## config.mk

```make
export PLATFORM = sky130hd
export DESIGN_NAME = traffic_junction_ctrl_flat
export DESIGN_NICKNAME = d
export VERILOG_FILES = /design/src/rtl/traffic_junction_ctrl_pkg.sv /design/src/rtl/traffic_junction_ctrl_if.sv /design/src/rtl/traffic_junction_ctrl_tick_gen.sv /design/src/rtl/traffic_junction_ctrl.sv /design/src/flat_wrapper.sv
export SDC_FILE = /design/constraint.sdc
export NUM_CORES = 1
export LEC_CHECK = 0
export BUFFER_PORTS_ARGS = -buffer_cell sky130_fd_sc_hd__buf_4
export CORE_UTILIZATION = 54
export DETAILED_ROUTE_END_ITERATION = 16
export PLACE_DENSITY = 0.76
export SLEW_MARGIN = 20
export SYNTH_ARGS = -nofsm -noshare
export SYNTH_HDL_FRONTEND = slang
export SYNTH_SLANG_ARGS = --single-unit
```

## constraint.sdc

```tcl
create_clock -name clk -period 2.1 [get_ports clk]
set_input_delay 0.42 -clock clk [delete_from_list [all_inputs] [get_ports clk]]
set_output_delay 0.42 -clock clk [all_outputs]
set_load 0.005 [all_outputs]
```

## src/rtl/traffic_junction_ctrl_pkg.sv

```systemverilog
// Shared lamp codes and sequencer state encoding for the junction controller.
package traffic_pkg;

    localparam logic [2:0] RED    = 3'b100;
    localparam logic [2:0] YELLOW = 3'b010;
    localparam logic [2:0] GREEN  = 3'b001;
    localparam logic [2:0] OFF    = 3'b000;

    typedef enum logic [2:0] {
        ST_STARTUP = 3'd0,
        ST_GREEN   = 3'd1,
        ST_YELLOW  = 3'd2,
        ST_ALLRED  = 3'd3,
        ST_FLASH   = 3'd4
    } state_e;

endpackage

```

## src/rtl/traffic_junction_ctrl_if.sv

```systemverilog
// Control inputs and lamp/display outputs of the junction controller.
interface traffic_junction_ctrl_if #(
    parameter int N_DIR = 4,
    parameter int CNT_W = 4
);
    localparam int PH_W = (N_DIR > 1) ? $clog2(N_DIR) : 1;

    logic                 en;
    logic [N_DIR-1:0]     req;
    logic                 night;
    logic [3*N_DIR-1:0]   lamps;
    logic [PH_W-1:0]      phase;
    logic [CNT_W-1:0]     remain;
    logic                 tick;

    modport master (output en, req, night, input lamps, phase, remain, tick);
    modport slave  (input en, req, night, output lamps, phase, remain, tick);

endinterface

```

## src/rtl/traffic_junction_ctrl_tick_gen.sv

```systemverilog
// Prescaler producing a registered one-clk tick every TICK_DIV enabled cycles.
module tick_gen #(
    parameter int TICK_DIV = 50_000_000
) (
    input  logic clk,
    input  logic rst_n,
    input  logic en,
    output logic tick
);
    localparam int CW = $clog2(TICK_DIV);
    localparam logic [CW-1:0] LAST = CW'(TICK_DIV - 1);

    logic [CW-1:0] cnt_q, cnt_d;
    logic          tick_q, tick_d;

    // Advance only while enabled; a frozen count at LAST wraps silently on resume
    always_comb begin
        cnt_d  = cnt_q;
        tick_d = 1'b0;
        if (en) begin
            cnt_d  = (cnt_q == LAST) ? '0 : cnt_q + CW'(1);
            tick_d = (cnt_d == LAST);
        end else begin
            cnt_d  = cnt_q;
            tick_d = 1'b0;
        end
    end

    // Prescaler registers
    always_ff @(posedge clk or negedge rst_n) begin
        if (!rst_n) begin
            cnt_q  <= '0;
            tick_q <= 1'b0;
        end else begin
            cnt_q  <= cnt_d;
            tick_q <= tick_d;
        end
    end

    assign tick = tick_q;

endmodule

```

## src/rtl/traffic_junction_ctrl.sv

```systemverilog
// N-way junction phase sequencer with demand skipping and night flash mode.
module traffic_junction_ctrl
    import traffic_pkg::*;
#(
    parameter int N_DIR     = 4,
    parameter int TICK_DIV  = 50_000_000,
    parameter int CNT_W     = 4,
    parameter int STARTUP_S = 2,
    parameter int GREEN_S   = 6,
    parameter int YELLOW_S  = 3,
    parameter int ALLRED_S  = 1
) (
    input  logic                    clk,
    input  logic                    rst_n,
    traffic_junction_ctrl_if.slave  bus
);
    localparam int PH_W    = (N_DIR > 1) ? $clog2(N_DIR) : 1;
    localparam int DUR_MAX = 1 << CNT_W;

    if (N_DIR < 2 || TICK_DIV < 2 ||
        STARTUP_S < 1 || STARTUP_S > DUR_MAX || GREEN_S < 1 || GREEN_S > DUR_MAX ||
        YELLOW_S < 1 || YELLOW_S > DUR_MAX || ALLRED_S < 1 || ALLRED_S > DUR_MAX) begin : g_bad_param
        $error("traffic_junction_ctrl: illegal parameter set");
    end

    localparam logic [CNT_W-1:0] STARTUP_LD = CNT_W'(STARTUP_S - 1);
    localparam logic [CNT_W-1:0] GREEN_LD   = CNT_W'(GREEN_S - 1);
    localparam logic [CNT_W-1:0] YELLOW_LD  = CNT_W'(YELLOW_S - 1);
    localparam logic [CNT_W-1:0] ALLRED_LD  = CNT_W'(ALLRED_S - 1);
    localparam logic [CNT_W-1:0] CNT_ONE    = CNT_W'(1);

    function automatic logic [PH_W-1:0] ph_add(input logic [PH_W-1:0] p, input int unsigned k);
        logic [PH_W:0] s;
        s = {1'b0, p} + (PH_W+1)'(k);
        if (s >= (PH_W+1)'(N_DIR)) begin
            s = s - (PH_W+1)'(N_DIR);
        end else begin
            s = s;
        end
        return s[PH_W-1:0];
    endfunction

    logic                 tick_s;
    state_e               state_q, state_d;
    logic [PH_W-1:0]      phase_q, phase_d;
    logic [CNT_W-1:0]     remain_q, remain_d;
    logic                 flash_q, flash_d;
    logic [3*N_DIR-1:0]   lamps_q, lamps_d;
    logic [N_DIR-1:0]     req_rot_s;
    logic [PH_W-1:0]      next_ph_s;

    tick_gen #(.TICK_DIV(TICK_DIV)) u_tick_gen (
        .clk   (clk),
        .rst_n (rst_n),
        .en    (bus.en),
        .tick  (tick_s)
    );

    // Bit k of the rotated request vector is the approach k places after the current phase
    always_comb begin
        req_rot_s = N_DIR'({bus.req, bus.req} >> phase_q);
        next_ph_s = req_rot_s[0] ? phase_q : ph_add(phase_q, 1);
        for (int k = N_DIR - 1; k >= 1; k--) begin
            if (req_rot_s[k]) begin
                next_ph_s = ph_add(phase_q, k);
            end else begin
                next_ph_s = next_ph_s;
            end
        end
    end

    // Interval sequencer: remain==0 at a tick ends the interval
    always_comb begin
        state_d  = state_q;
        phase_d  = phase_q;
        remain_d = remain_q;
        flash_d  = flash_q;
        if (tick_s) begin
            case (state_q)
                ST_STARTUP: begin
                    if (remain_q == '0) begin
                        state_d  = ST_GREEN;
                        phase_d  = '0;
                        remain_d = GREEN_LD;
                    end else begin
                        remain_d = remain_q - CNT_ONE;
                    end
                end
                ST_GREEN: begin
                    if (bus.night || remain_q == '0) begin
                        state_d  = ST_YELLOW;
                        remain_d = YELLOW_LD;
                    end else begin
                        remain_d = remain_q - CNT_ONE;
                    end
                end
                ST_YELLOW: begin
                    if (remain_q == '0) begin
                        state_d  = ST_ALLRED;
                        remain_d = ALLRED_LD;
                    end else begin
                        remain_d = remain_q - CNT_ONE;
                    end
                end
                ST_ALLRED: begin
                    if (remain_q != '0) begin
                        remain_d = remain_q - CNT_ONE;
                    end else if (bus.night) begin
                        state_d  = ST_FLASH;
                        remain_d = '0;
                        flash_d  = 1'b1;
                    end else begin
                        state_d  = ST_GREEN;
                        phase_d  = next_ph_s;
                        remain_d = GREEN_LD;
                    end
                end
                ST_FLASH: begin
                    if (!bus.night) begin
                        state_d  = ST_ALLRED;
                        remain_d = ALLRED_LD;
                        flash_d  = 1'b0;
                    end else begin
                        flash_d  = ~flash_q;
                    end
                end
                default: begin
                    state_d  = ST_STARTUP;
                    phase_d  = '0;
                    remain_d = STARTUP_LD;
                    flash_d  = 1'b0;
                end
            endcase
        end else begin
            state_d = state_q;
        end
    end

    // Lamp decode from the next state so lamps register alongside it
    always_comb begin
        lamps_d = {N_DIR{RED}};
        for (int i = 0; i < N_DIR; i++) begin
            case (state_d)
                ST_GREEN:  lamps_d[3*i +: 3] = (phase_d == PH_W'(i)) ? GREEN : RED;
                ST_YELLOW: lamps_d[3*i +: 3] = (phase_d == PH_W'(i)) ? YELLOW : RED;
                ST_FLASH:  lamps_d[3*i +: 3] = flash_d ? YELLOW : OFF;
                default:   lamps_d[3*i +: 3] = RED;
            endcase
        end
    end

    // Sequencer and output registers
    always_ff @(posedge clk or negedge rst_n) begin
        if (!rst_n) begin
            state_q  <= ST_STARTUP;
            phase_q  <= '0;
            remain_q <= STARTUP_LD;
            flash_q  <= 1'b0;
            lamps_q  <= {N_DIR{RED}};
        end else begin
            state_q  <= state_d;
            phase_q  <= phase_d;
            remain_q <= remain_d;
            flash_q  <= flash_d;
            lamps_q  <= lamps_d;
        end
    end

    assign bus.lamps  = lamps_q;
    assign bus.phase  = phase_q;
    assign bus.remain = remain_q;
    assign bus.tick   = tick_s;

endmodule

```

## src/flat_wrapper.sv

```systemverilog
// flat-port wrapper written by rule: the top's interface ports become plain ports
module traffic_junction_ctrl_flat import traffic_pkg::*;
#(
    parameter int N_DIR     = 4,
    parameter int TICK_DIV  = 50_000_000,
    parameter int CNT_W     = 4,
    parameter int STARTUP_S = 2,
    parameter int GREEN_S   = 6,
    parameter int YELLOW_S  = 3,
    parameter int ALLRED_S  = 1
)
  (clk, rst_n, bus_en, bus_req, bus_night, bus_lamps, bus_phase, bus_remain, bus_tick);
  traffic_junction_ctrl_if #(.N_DIR(N_DIR), .CNT_W(CNT_W)) bus_i ();
  input  logic clk;
  input  logic rst_n;
  input wire logic [$bits(bus_i.en)-1:0] bus_en;
  input wire logic [$bits(bus_i.req)-1:0] bus_req;
  input wire logic [$bits(bus_i.night)-1:0] bus_night;
  output wire logic [$bits(bus_i.lamps)-1:0] bus_lamps;
  output wire logic [$bits(bus_i.phase)-1:0] bus_phase;
  output wire logic [$bits(bus_i.remain)-1:0] bus_remain;
  output wire logic [$bits(bus_i.tick)-1:0] bus_tick;
  assign bus_i.en = bus_en;
  assign bus_i.req = bus_req;
  assign bus_i.night = bus_night;
  assign bus_lamps = bus_i.lamps;
  assign bus_phase = bus_i.phase;
  assign bus_remain = bus_i.remain;
  assign bus_tick = bus_i.tick;
  traffic_junction_ctrl #(.N_DIR(N_DIR), .TICK_DIV(TICK_DIV), .CNT_W(CNT_W), .STARTUP_S(STARTUP_S), .GREEN_S(GREEN_S), .YELLOW_S(YELLOW_S), .ALLRED_S(ALLRED_S)) u_core (.clk(clk), .rst_n(rst_n), .bus(bus_i));
endmodule
```

==> impl_metrics.ini <==
[setup_path]
critPathArrivalTime_ns = 2.44
startpoint_type = register
endpoint_kind = register
cp_data_required_time_ns = 2.34
worstSetupPathType = reg2reg
crit_fanout = 5

[detailed_routing]
final_antenna_net_count = 0
drcViolationCount = 0
routed_via_density = 6.25
wl_per_cell_um = 17.9
vias = 3414
drtPass1Iterations = 4
wirelength_um = 9750
drt_iter0_markers = 224

[grt]
antenna_found_initial = 0
overflow = 0
grt-busiest-layer = met2
grt_usage_pct = 28.8
grt_pass1_wl_um = 14400
use_met3_pct = 3.98
grt_start_max_net_pins = 50
grt_pass1_vias = 3089
grtUsageMet1_pct = 37.2
met2_usage_pct = 49.7

[place]
place_ws_ns = -0.151
routabilityCongestion = 0.878
dp.cells = 528
port_buffers = 26
dpl.hpwl_um = 6160

[sta]
tightest_slew_ns = 0.655
setup_violations = 10
finalHoldViolCount = 0
fin_crit_sh_pct = 104
finalClockSkew_ns = 0.0109
whs_ns = 0.130
fin_crit_ns = 2.19
max_freq_ghz = 0.456
relSlewSlack_pct = 56.3
rsz0062_at_grt = true
drv_slew = 0
fin_ws_ns = -0.0930

[yosys]
yosys_warnings = 0
synth-compound-area-share_pct = 20.9
syn_nets = 389
synth_top_family_by_area = simple AND/OR/NAND/NOR gates
synthDistinctLibCells = 70
synth_seq_cells = 49
synth-async-reset-ratio_pct = 100
synth-edff-count = 0
synthFlopType = dfrtp_1
syn_area_mm2 = 0.00329
syn_inst = 379
postSynthAreaPerCell_um2 = 8.68
ys_seq_area_share_pct = 37.5
synthSimpleGateAreaFrac_pct = 30.3
yosys-mux-area-fraction_pct = 0.609
synth_fa_ha_area_share_pct = 0.761
synth-xor-area-share_pct = 2.66

[power_and_ir_drop]
leakagePower_uw = 0.00188
p_per_area_mw_per_mm2 = 553
p_seq_share_pct = 45.0
switchingPower_uw = 705
ir_worst_vdd_v = 0.000543
p_int_uw = 1780
p_comb_share_pct = 21.5
clockPowerShare_pct = 33.6
finalPower_uw = 2480
swShare_pct = 28.4

[cts]
clock_latency_ns = 0.31
cts_hold_buf = 0
ctsLongestPathBuffers = 2
root_buffer = clkbuf_8
htreeDepth = 2
cts_tree = done
cts.clk_slew.worst_paths_ns = 0.10
numClockSinks = 49
cts_inserted_buffers = 5

[floorplanning]
core_mm2 = 0.00589
die_h_um = 80.1
initial_core_util_pct = 55.9
num_rows = 28
dieArea_mm2 = 0.00641
die_width_um = 80.1
io_pins = 27

[final_layout]
layout_commonest_cell = buf_4
post-route-util_pct = 76.3
layout-drive-gt1-share_pct = 39.3
antenna_cells = 0
mostFrequentLayoutCells = buf_4, nand2_1, o21ai_0, dfrtp_1, nor2_1
fin_cells = 546
syn_to_final_growth_pct = 36.5
num-nets-final = 480

[flow_run]
cap_violations = 0

[outcome]
violations = negative setup slack
status = finished with violations

[hold_path]
hp-class = in2async
## metal layers
metal / routed length [um] / part of all wire, %
met1: 4080 / 42
met2: 5040 / 52
met3: 417 / 4.3
met4: 205 / 2.1
met5: 0 / 0
## what timing repair did
item	4_1_cts	5_1_grt
pin swaps	15	16
buffers inserted	7	4
setup endpoints to repair	21	32
gates cloned	0	0
resized for setup	23	42
endpoints found under the hold margin	0	0
## through the flow
stage               TNS [ns]  instance area [um^2]
CTS                   -0.233                  4310
floorplan           -0.00916                  3340
global route           -1.50                  4490
finish                -0.476                  4490
global placement     -0.0343                  4010
detailed placement     -1.27                  4010
## cells in the mapped netlist, types with 3 or more instances
library cell  count  share of area [%]
dfstp_2           5                4.0
o31ai_1           6                1.4
a21oi_1           8                1.2
a21o_1            4               0.91
o211ai_1          5                1.1
nor3_1            6               0.91
nor2_1           27                3.1
nand2_1          46                5.2
buf_4             5                1.1
nand3b_1          4               0.91
clkbuf_1         16                1.8
o22ai_1           4               0.76
xnor2_1          10                2.7
nor4_1            6                1.1
a31oi_1           7                1.3
nor2b_1           4               0.76
nor4_4            3                1.9
nor4b_1           3               0.80
o21ai_1           3               0.46
nand2b_1          9                1.7
buf_2             4               0.61
a2111oi_0         6                1.6
o21ai_0          45                6.8
nor3b_1           5                1.1
and4_1            6                1.6
nand4_1           9                1.7
inv_1            11                1.3
nand3_1          13                2.0
dfrtp_1          44                 33
## registers in the layout (all words and copies together), names as in the netlist
signal,count
u_core.u_tick_gen.cnt_q,26
u_core.bus.lamps,12
u_core.bus.remain,4
u_core.state_q,3
u_core.bus.phase,2
u_core.flash_q,1
u_core.u_tick_gen.tick,1
## area by class of cell
type | count | area (um^2)
fill | 384 | 1400
inverter | 11 | 41.3
sequential | 49 | 1240
clock inverter | 3 | 68.8
multi-input combinational | 290 | 2100
timing repair buffer | 113 | 880
tap | 75 | 93.8
clock buffer | 5 | 68.8
## critical path, stage by stage, from the launching register on
cell	delay, ns
dfrtp_1	0.44
nor4b_1	0.38
a2111oi_1	0.11
buf_4	0.17
a2111oi_4	0.40
a211o_1	0.27
buf_6	0.14
nand2b_4	0.05
a21bo_1	0.17
## path summary, 6_finish.rpt
path | cells past startpoint | from | slack [ns] | endpoint
setup / recovery | 8 | u_core.bus.phase[1]$_DFF_PN0_ | -0.09 | u_core.bus.lamps[8]$_DFF_PN1_
hold / removal | 1 | rst_n | 0.13 | u_core.u_tick_gen.cnt_q[15]$_DFFE_PN0P_
setup reg to reg | 8 | u_core.bus.phase[1]$_DFF_PN0_ | -0.09 | u_core.bus.lamps[8]$_DFF_PN1_
hold reg to reg | 1 | u_core.u_tick_gen.cnt_q[18]$_DFFE_PN0P_ | 0.56 | u_core.u_tick_gen.cnt_q[18]$_DFFE_PN0P_
max in group asynchronous | 1 | rst_n | 1.49 | u_core.u_tick_gen.cnt_q[1]$_DFFE_PN0P_
min in group clk | 4 | bus_en | 0.54 | u_core.u_tick_gen.cnt_q[18]$_DFFE_PN0P_
## logic make-up (layout without fill, tap and decap cells)
logic type	Yosys count	after routing
compound gates	107	107
xor+xnor	10	10
fa+ha+maj	2	2
buf+inv	40	132
flops	49	49
mux	2	2
simple gates	169	169
## power by group through the flow
stage | Clock [uW] | Combinational (uW) | Sequential [uW]
after global routing | 879 | 572 | 1120
after CTS | 836 | 501 | 1100
after floorplan | 0 | 277 | 1060
final | 834 | 533 | 1120
after global placement | 0 | 426 | 1100
after detailed placement | 0 | 438 | 1110
Power figures use the tool's default switching activity.
